### src/rtl/lsu_bus_fabric.sv
// lsu_bus_fabric: routes one CPU load/store at a time to an addr[31:24]-decoded slave,
// with byte lanes, load formatting, wait states and typed exceptions.
module lsu_bus_fabric #(
    parameter int N_SLAVES = 4,
    parameter int TIMEOUT  = 255
) (
    input  logic                  CLK,
    input  logic                  reset,
    input  logic                  en,
    input  logic [31:0]           addr,
    input  logic [31:0]           data_in,
    input  logic                  wr,
    input  logic [2:0]            size,
    output logic [31:0]           data_out,
    output logic                  done,
    output logic                  busy,
    output logic                  exception_out,
    output logic [1:0]            exc_cause,
    output logic [N_SLAVES-1:0]   s_sel,
    output logic [31:0]           s_addr,
    output logic [31:0]           s_wdata,
    output logic [3:0]            s_be,
    output logic                  s_wr,
    input  logic [N_SLAVES*32-1:0] s_rdata,
    input  logic [N_SLAVES-1:0]   s_ready
);
    typedef enum logic [1:0] {IDLE, ACCESS, DONE} state_t;
    state_t r_state, w_next;
    logic [31:0] r_addr, r_wdata, r_dout;
    logic [2:0] r_size;
    logic r_wr;
    logic [3:0] r_be;
    logic [N_SLAVES-1:0] r_sel;
    logic [1:0] r_cause;
    logic [7:0] r_cnt;
    logic w_bad, w_unmap, w_rdy, w_tmo;
    logic [31:0] w_slice, w_raw, w_fmt, w_wdata;
    logic [3:0] w_be;
    assign w_bad = (size == 3'd3) | (size[2:1] == 2'b11) |
                   ((size[1:0] == 2'd1) & addr[0]) | ((size[1:0] == 2'd2) & (addr[1:0] != 2'd0));
    assign w_unmap = {24'd0, addr[31:24]} >= 32'(N_SLAVES);
    assign w_rdy = |(r_sel & s_ready);
    assign w_tmo = r_cnt == 8'(TIMEOUT - 1);
    assign w_wdata = size[1:0] == 2'd0 ? {4{data_in[7:0]}} :
                     size[1:0] == 2'd1 ? {2{data_in[15:0]}} : data_in;
    assign w_be = !wr ? 4'h0 :
                  size[1:0] == 2'd0 ? 4'b0001 << addr[1:0] :
                  size[1:0] == 2'd1 ? 4'b0011 << addr[1:0] : 4'hF;
    always_comb begin
        w_slice = '0;
        for (int i = 0; i < N_SLAVES; i++)
            w_slice = w_slice | (r_sel[i] ? s_rdata[32*i +: 32] : 32'd0);
    end
    // size[2] marks the unsigned loads, which suppress sign extension
    assign w_raw = w_slice >> {r_addr[1:0], 3'b000};
    assign w_fmt = r_size[1:0] == 2'd2 ? w_raw :
                   r_size[1:0] == 2'd1 ? {{16{w_raw[15] & ~r_size[2]}}, w_raw[15:0]} :
                                         {{24{w_raw[7] & ~r_size[2]}}, w_raw[7:0]};
    always_comb begin
        w_next = r_state;
        case (r_state)
            IDLE:    w_next = !en ? IDLE : (w_bad | w_unmap) ? DONE : ACCESS;
            ACCESS:  w_next = (w_rdy | w_tmo) ? DONE : ACCESS;
            default: w_next = IDLE;
        endcase
    end
    always_ff @(posedge CLK) begin
        if (reset) begin
            r_state <= IDLE;
            r_addr  <= '0;
            r_wdata <= '0;
            r_dout  <= '0;
            r_size  <= '0;
            r_wr    <= 1'b0;
            r_be    <= '0;
            r_sel   <= '0;
            r_cause <= '0;
            r_cnt   <= '0;
        end else begin
            r_state <= w_next;
            if (r_state == IDLE && en) begin
                r_addr  <= addr;
                r_wdata <= w_wdata;
                r_size  <= size;
                r_wr    <= wr;
                r_be    <= w_be;
                r_cnt   <= '0;
                r_cause <= w_bad ? 2'd1 : w_unmap ? 2'd2 : 2'd0;
                r_sel   <= (w_bad | w_unmap) ? '0 : N_SLAVES'(1) << addr[31:24];
            end else if (r_state == ACCESS) begin
                if (w_rdy) begin
                    if (!r_wr) r_dout <= w_fmt;
                end else if (w_tmo) begin
                    r_cause <= 2'd3;
                end else begin
                    r_cnt <= r_cnt + 8'd1;
                end
            end
        end
    end
    assign done          = r_state == DONE;
    assign busy          = r_state != IDLE;
    assign exception_out = done & (r_cause != 2'd0);
    assign exc_cause     = done ? r_cause : 2'd0;
    assign s_sel         = r_state == ACCESS ? r_sel : '0;
    assign s_addr        = r_addr;
    assign s_wdata       = r_wdata;
    assign s_be          = r_be;
    assign s_wr          = r_wr;
    assign data_out      = r_dout;
endmodule

### config.mk
export PLATFORM = sky130hd
export DESIGN_NAME = lsu_bus_fabric
export DESIGN_NICKNAME = d
export VERILOG_FILES = /design/src/rtl/lsu_bus_fabric.sv
export SDC_FILE = /design/constraint.sdc
export NUM_CORES = 1
export LEC_CHECK = 0
export BUFFER_PORTS_ARGS = -buffer_cell sky130_fd_sc_hd__buf_2
export CORE_MARGIN = 2
export CORE_UTILIZATION = 41
export DETAILED_ROUTE_END_ITERATION = 10
export MAX_ROUTING_LAYER = met4
export PLACE_DENSITY = 0.87
export SETUP_SLACK_MARGIN = 0.05
export SYNTH_ARGS = -nofsm -noshare
export SYNTH_HDL_FRONTEND = slang
export SYNTH_SLANG_ARGS = --single-unit
### constraint.sdc
create_clock -name CLK -period 2.07 [get_ports CLK]
set_input_delay 0.3105 -clock CLK [delete_from_list [all_inputs] [get_ports CLK]]
set_output_delay 0.3105 -clock CLK [all_outputs]
set_load 0.03 [all_outputs]
; ---- After elaboration in Yosys (flattened, before gate mapping)
; Cells that the tools add are included.
; W data, S select, Z words.
[classes]
n_addsub = 1
magnitude_cmp = 1
n_eq_ne = 10
n_shift = 4
mux = 24
n_bitwise = 19
n_reduce_logical = 13
[ops]
columns = op, n
row1 = $mux W32, 8
row2 = $or A32 B32 Y32, 3
row3 = $shr A32 B5 Y32, 1
row4 = $mux W2, 10
row5 = $mux W4, 5
row6 = $reduce_bool A2 Y1, 5
row7 = $add A8 B1 Y8 const B, 1
row8 = $eq A2 B2 Y1 const B, 4
row9 = $eq A8 B8 Y1 const B, 1
row10 = $ge A8 B3 Y1 const B, 1
row11 = $shl A1 B8 Y4 const A, 1
row12 = $eq A2 B1 Y1 const B, 3
row13 = $reduce_and A3 Y1, 2
row14 = $and A1 B1 Y1, 5
row15 = $not A1 Y1, 5
row16 = $or A1 B1 Y1, 5
row17 = $and A4 B4 Y4, 1
row18 = $logic_not A2 Y1, 2
row19 = $pmux W2 S2, 1
row20 = $reduce_and A4 Y1, 1
row21 = $reduce_or A4 Y1, 1
row22 = $shl A1 B2 Y4 const A, 1
row23 = $shl A2 B2 Y4 const A, 1
row24 = $eq A3 B2 Y1 const B, 1
row25 = 3 further kinds, 3
[totals]
register_bits = 120
inputBits = 203
word_cells = 82

; ---- Logic depth before layout (Yosys ltp)
; Gate-level depths: netlist of the first run.
[logic_depth]
depth_word = 8
ltp_mapped = 8

; ---- Worst setup path after synthesis of the first run
; Ideal clock, no wire load.
[synth_path]
kind = register -> register
from = register r_addr[1], in the netlist s_addr[1]
to = register r_dout[29], in the netlist data_out[29]
arrival_time_ns = 1.936
t_required_ns = 1.928
path_slack_ns = -0.008
path_stages_with_launch = 8
path_buffers = 2
synth_period_minus_slack_ns = 2.078
path_cell_list = dfxtp_1 > nor2b_1 > clkbuf_1 > nand3_1 > o21a_1 > a41oi_1 > clkbuf_1 > a311oi_1
[synth_via]
elab_chain_cells = 4
word_cells_on_any_way = 5
[synth_lines]
columns = element, line
row1 = "start, declared", 29  ; logic [31:0] r_addr, r_wdata, r_dout;
row2 = "start signal, assigned", 82  ; r_addr <= addr;
row3 = $shr A32 B5 Y32 *, 55  ; assign w_raw = w_slice >> {r_addr[1:0], 3'b000};
row4 = "$and A1 B1 Y1, on equally long branches", "58, 57"
row5 = $mux W32, 57  ; r_size[1:0] == 2'd1 ? {{16{w_raw[15] & ~r_size[2]}}, w_raw[15:0]} :
row6 = $mux W32 *, 56  ; assign w_fmt = r_size[1:0] == 2'd2 ? w_raw :
row7 = "end signal, assigned", 92  ; if (!r_wr) r_dout <= w_fmt;
row8 = "end, declared", 29
; Every way passes the cells marked *; elsewhere a longest branch is shown, timed or not.
; A chain may end at the register's enable or synchronous reset.

; ---- Worst setup path after layout of the first run
[layout_path]
from = register r_sel[0]
to = register r_dout[27], in the netlist data_out[27]
[layout_via]
elab_chain_cells = 8
word_cells_on_any_way = 12
[layout_lines]
columns = element, line
row1 = "start, declared", 33  ; logic [N_SLAVES-1:0] r_sel;
row2 = "start signal, assigned", 89  ; r_sel <= (w_bad | w_unmap) ? '0 : N_SLAVES'(1) << addr[31:24];
row3 = $mux W32, 52  ; w_slice = w_slice | (r_sel[i] ? s_rdata[32*i +: 32] : 32'd0);
row4 = $or A32 B32 Y32 (3 in a row), 52
row5 = $shr A32 B5 Y32, 55
row6 = "$and A1 B1 Y1, on equally long branches", "58, 57"
row7 = $mux W32, 57
row8 = $mux W32, 56
; Parallel ways exist; a longest one is shown, timed or not.

==> flow_summary.toml, run 1 <==
[floorplan]
chipHeight_um = 124.8
die_w_um = 124.8
core_mm2 = 0.01437
num_rows = 44
ios = 313
initial_core_util = 0.4163
die_area_mm2 = 0.01557

[drt]
firstDrtPassIters = 8
remaining_drc_errors = 1
wl_um = 22720
vias_per_cell = 5.545
first_iter_violations = 487
vias = 6975
wl_per_cell_um = 18.06
final_antenna_net_count = 0

[clock_tree]
clk_pin_slew_ps = 50
hold_buffers = 0
cts_buffer_depth = 2
cts_made_buffers = 17
cts_tree = "yes"
cts_root_buffer = "clkbuf_16"
clock_latency_ps = 410
clock_sinks = 120
htree_levels = 4

[cells_and_area]
final_cells = 1258
drive_above_1_share = 0.3639
nNetsFinal = 1266
area_growth_pct = 40.14
fin_area_mm2 = 0.008383

[pwr]
sw_frac_of_total = 0.2712
pwr-share-comb = 0.151
internal_power_mw = 4.508
cellLeakagePower_nw = 3.833
seqPwrFrac = 0.398
power.density_mw_per_mm2 = 738.0
vdd_drop_max_mv = 0.6050
power_frac_clock = 0.451
power.switching_mw = 1.678

[placement]
dpl-instance-area_mm2 = 0.007810
placed_cells = 1222
post-dp-hpwl_um = 17220
port_buffers = 312
pre_cts_ws_ps = -85.91
place_congestion = 0.9909

[setup_path]
crit_path_max_incr_delay_ps = 500
end_kind = "flip-flop"
rr_endpoint = "data_out[27]$_SDFFE_PP0P_"
crit_family = "compound AO/OA/AOI/OAI gates"
crit_type = "reg -> reg"
timing.reg2reg.setup_slack_ps = 170
critPathSlowestCell = "dfxtp_1"
r2r-start = "r_sel[0]$_SDFFE_PP0P_"
cp_data_required_time_ps = 2380
arrival_ps = 2210
reg2regPathDepth = 6
path_cells = "buf_8 > a22oi_1 > nand2_1 > nand2_1 > a31o_2 > a311oi_1"
critPathBufInv = 1
critPathLaunchType = "flip-flop"
cp_max_fo = 29
cp_common_cell = "nand2_1"

[global_route]
grt_max_degree = 64
grt_use_met2 = 0.5095
antenna_found_initial = 5
grt_pass1_vias = 6719
grt_use_total = 0.2950
busiest_layer = "met2"
grt-ovfl-total = 0
grt_util_met3 = 0.06615
grt_util_met1 = 0.3077
grt_pass1_wl_um = 35070

[timing]
period_minus_slack_ps = 1901
period_share = 0.9184
report.final.slew_viol_count = 0
slew_headroom = 0.5581
worst_slack_ps = 168.9
max_slew.worst_pin.slew_ps = 660.4
setup_tns_ps = 0
setup_violations = 0
skew_ps = 7.718
final-hold-violation-count = 0
rsz0062_at_grt = "no"
max_freq_mhz = 526.0

[logic_synthesis]
synth_seq_cells = 120
syn-num-nets = 973
syn_avg_cell_area_um2 = 7.830
netlist_area_mm2 = 0.005982
async_flop_share = 0
synth_cell_types = 42
yosysWarnings = 0
ys_seq_area_frac = 0.4016
synthFlopType = "dfxtp_1"
syn-instance-count = 764
synth_edf_count = 0

[min_path]
hp-class = "in -> reg"
min_to = "s_addr[8]$_SDFFE_PP0P_"
whs_path_depth = 3
hp-start = "addr[8]"

[run]
cap_violations = 0

[status]
violations = "DRC"
status = "finished with violations"
## cell families (layout without fill, tap and decap cells)
kind of cell / after synthesis / after routing / synth area share
buffers and inverters: 74 / 379 / 0.04685
other: 0 / 5 / 0
adders and majority gates: 6 / 6 / 0.01255
DFF: 120 / 120 / 0.4016
xor gates and xnor gates: 8 / 8 / 0.01171
AOI/OAI and AO/OA: 225 / 225 / 0.2587
and+or+nand+nor: 307 / 307 / 0.2136
muxes: 24 / 24 / 0.05501
## cell type report
type	count	area [um^2]
sequential	120	2402
antenna	5	12.51
tap	184	230.2
multi-input combinational	570	3317
clock inverter	9	102.6
fill	1328	5986
clock buffer	22	444.2
inverter	9	33.78
timing repair buffer	339	1841
## worst register-to-register path: stages, from the launching register on
cell	delay (ps)
dfxtp_1	500
buf_8	260
a22oi_1	120
nand2_1	130
nand2_1	80
a31o_2	370
a311oi_1	330
## power groups by stage
| stage | Clock, mW | Combinational (mW) | Sequential, mW |
|---|---|---|---|
| floorplan | 0 | 0.327 | 2.68 |
| global placement | 0 | 0.915 | 2.51 |
| detailed placement | 0 | 0.928 | 2.51 |
| CTS | 2.83 | 0.931 | 2.46 |
| global route | 2.93 | 1.01 | 2.47 |
| finish | 2.79 | 0.931 | 2.46 |
## cells in the mapped netlist (4+ instances only)
| cell type | instances | area, um^2 |
|---|---|---|
| a211oi_1 | 19 | 142.6 |
| a21o_1 | 7 | 52.55 |
| a21oi_1 | 62 | 310.3 |
| a22oi_1 | 79 | 593.1 |
| a311oi_1 | 24 | 210.2 |
| and2_1 | 6 | 37.54 |
| buf_1 | 6 | 22.52 |
| clkbuf_1 | 57 | 214.0 |
| dfxtp_1 | 120 | 2402 |
| ha_1 | 6 | 75.07 |
| inv_1 | 9 | 33.78 |
| mux2i_1 | 16 | 160.2 |
| mux4_2 | 7 | 157.7 |
| nand2_1 | 182 | 683.2 |
| nand2b_1 | 6 | 37.54 |
| nand3_1 | 6 | 30.03 |
| nor2_1 | 76 | 285.3 |
| nor2b_1 | 4 | 25.02 |
| nor3_1 | 12 | 60.06 |
| nor4_1 | 4 | 25.02 |
| o211ai_1 | 4 | 30.03 |
| o21ai_0 | 17 | 85.08 |
| xnor2_1 | 8 | 70.07 |
## metal layers
layer  vias up  share of wire
met5         -              0
met4         0          0.045
met3        63          0.082
met2       390           0.51
met1      3209           0.36
li1       3313              -
## flip-flops by register name, indices dropped and copies added (netlist names), 3 cells and up
name      count
s_addr       32
data_out     32
r_sel         4
s_be          4
s_wdata      32
r_cnt         8
r_size        3
## through the flow
step	utilization	power (mW)	hold WS, ps
final	0.5834	6.186	129.8
after global routing	0.5834	6.413	123.4
after global placement	0.5435	3.423	438.5
after CTS	0.5816	6.227	108.5
after floorplan	-	3.009	396.3
after detailed placement	0.5435	3.440	444.4
## how the worst max path moves through the flow
stage / from / to / slack (ps) / cells after the start
detailed placement: addr[27] / r_sel[2]$_SDFFE_PP0P_ / -90 / 6
floorplan: s_addr[1]$_SDFFE_PP0P_ / data_out[29]$_SDFFE_PP0P_ / 70 / 7
CTS: r_sel[0]$_SDFFE_PP0P_ / data_out[27]$_SDFFE_PP0P_ / 80 / 6
finish: r_sel[0]$_SDFFE_PP0P_ / data_out[27]$_SDFFE_PP0P_ / 170 / 6
global route: r_sel[0]$_SDFFE_PP0P_ / data_out[30]$_SDFFE_PP0P_ / 50 / 6
global placement: addr[31] / r_sel[2]$_SDFFE_PP0P_ / -80 / 6
## timing repair
item                                    CTS  global route
gates resized for setup                   0             4
endpoints found under the setup margin    0            25
buffers inserted                          0             0
## layout by cell type (no fill, tap or decap), types with 6 or more instances in the layout
master     instances
a211oi_1          19
a21o_1             7
a21oi_1           62
a22oi_1           79
a311oi_1          24
and2_1             6
buf_2            311
buf_4             21
clkbuf_16         17
dfxtp_1          120
ha_1               6
inv_1              9
mux2i_1           16
mux4_2             7
nand2_1          182
nand2b_1           6
nand3_1            6
nor2_1            75
nor3_1            12
o21ai_0           17
xnor2_1            8
(Power assumes the default switching activity.)
==> run 2, diff against run 1 <==
Settings changed: BUFFER_PORTS_ARGS -buffer_cell sky130_fd_sc_hd__buf_2 to -buffer_cell sky130_fd_sc_hd__buf_4.
==> flow_summary.toml, run 2 (synthesized netlist as in run 1, its figures left out) <==
[clock_tree]
post_cts_buffers = 0
hold_buffers = 0
cts_tree = "yes"
cts_resized = 0
cts_buffer_depth = 2
clk_pin_slew_ps = 50
clock_sinks = 120
clock_latency_ps = 420
htree_levels = 4
cts_made_buffers = 17
cts_root_buffer = "clkbuf_16"

[global_route]
grt_pass1_vias = 6911
grt_max_degree = 77
grt_use_total = 0.2964
antenna_found_initial = 1
grt-ovfl-total = 0
grt_pass1_wl_um = 35620

[placement]
dpl-instance-area_mm2 = 0.008606
post-dp-hpwl_um = 17430
placed_cells = 1221
port_buffers = 312
place_congestion = 0.9566
pre_cts_ws_ps = -106.0

[timing]
report.final.slew_viol_count = 0
holdWs_ps = 113.6
setup_violations = 0
rsz0062_at_grt = "no"
skew_ps = 13.64
max_freq_mhz = 524.4
period_share = 0.9211
slew_headroom = 0.5896
worst_slack_ps = 163.2
final-hold-violation-count = 0
max_slew.worst_pin.slew_ps = 615.6
period_minus_slack_ps = 1907

[drt]
vias_per_cell = 5.581
wl_per_cell_um = 18.47
firstDrtPassIters = 5
remaining_drc_errors = 0
final_antenna_net_count = 0
first_iter_violations = 686
wl_um = 23160
vias = 6998

[pwr]
vdd_drop_max_mv = 0.4673
sw_frac_of_total = 0.2456
seqPwrFrac = 0.354
power.switching_mw = 1.712
pwr-share-comb = 0.156
internal_power_mw = 5.259
p_total_mw = 6.971
cellLeakagePower_nw = 4.082
power.density_mw_per_mm2 = 748.8
power_frac_clock = 0.490

[cells_and_area]
nNetsFinal = 1265
area_growth_pct = 55.64
fin_area_mm2 = 0.009310
drive_above_1_share = 0.3695
final_cells = 1254
layout_commonest_cell = "buf_4"
final_cell_mix = "buf_4, nand2_1, dfxtp_1"

[setup_path]
arrival_ps = 2250
end_kind = "flip-flop"
cp_data_required_time_ps = 2410
critPathSlowestCell = "or3b_2"
crit_path_max_incr_delay_ps = 530
crit_type = "reg -> reg"
critPathLaunchType = "flip-flop"
path_cells = "or3b_2 > a211oi_4 > nand2b_4 > or4_4 > o21ai_2"
cp_max_fo = 6

[floorplan]
die_area_mm2 = 0.01557
chipHeight_um = 124.8
initial_core_util = 0.4163
num_rows = 44
ios = 313
core_mm2 = 0.01437
die_w_um = 124.8

[run]
cap_violations = 0

[status]
status = "completed"

[min_path]
hp-class = "in -> reg"
[run 2: changes by cell type in the layout (fill, tap and decap cells not counted), moves of 2 or more]
cell,previous run,this run
buf_12,5,8
buf_2,311,0
buf_4,21,330
bufinv_16,2,6
clkbuf_1,5,0
clkbuf_8,0,3
clkinv_2,5,3
dfxtp_1,120,118
dfxtp_2,0,2
diode_2,5,1
[run 2: cell type report]
cell class / instances / area [um^2]
antenna: 1 / 2.502
clock buffer: 20 / 466.7
clock inverter: 12 / 220.2
fill: 1225 / 5059
inverter: 9 / 33.78
multi-input combinational: 570 / 3314
sequential: 120 / 2405
tap: 184 / 230.2
timing repair buffer: 338 / 2638
[run 2: metrics by stage]
stage / TNS [ps] / utilization
after global placement: -171.6 / 0.5989
final: 0 / 0.6479
after floorplan: 0 / -
after global routing: 0 / 0.6479
after CTS: 0 / 0.6467
after detailed placement: -210.4 / 0.5989
[run 2: layer usage]
layer  track usage  vias to the layer above  share of wire
met5             -                        -              0
met4        0.1527                        0          0.048
met3       0.07775                       62          0.081
met2        0.5153                      359           0.51
met1        0.3085                     3276           0.36
li1              -                     3301              -
[run 2: final timing paths]
kind                              to                     from  cells after the start  slack, ps
max            r_sel[2]$_SDFFE_PP0P_    r_state[1]$_SDFF_PP0_                      5        160
min            r_sel[2]$_SDFFE_PP0P_                 addr[24]                      2        110
max reg2reg    r_sel[2]$_SDFFE_PP0P_    r_state[1]$_SDFF_PP0_                      5        160
min reg2reg  s_addr[29]$_SDFFE_PP0P_  s_addr[29]$_SDFFE_PP0P_                      2        450
[run 2: worst max-delay path, delay by kind of cell, from the launching register on]
kind | cells | cell delay, ps
AOI/OAI and AO/OA | 2 | 390
DFF | 1 | 350
and+or+nand+nor | 3 | 1110
[run 2: power by group through the flow]
| stage | Sequential (mW) | Combinational [mW] | Clock (mW) |
|---|---|---|---|
| after floorplan | 2.68 | 0.327 | 0 |
| after global placement | 2.51 | 1.07 | 0 |
| after detailed placement | 2.52 | 1.08 | 0 |
| after CTS | 2.47 | 1.09 | 3.45 |
| after global routing | 2.48 | 1.16 | 3.55 |
| final | 2.47 | 1.09 | 3.42 |
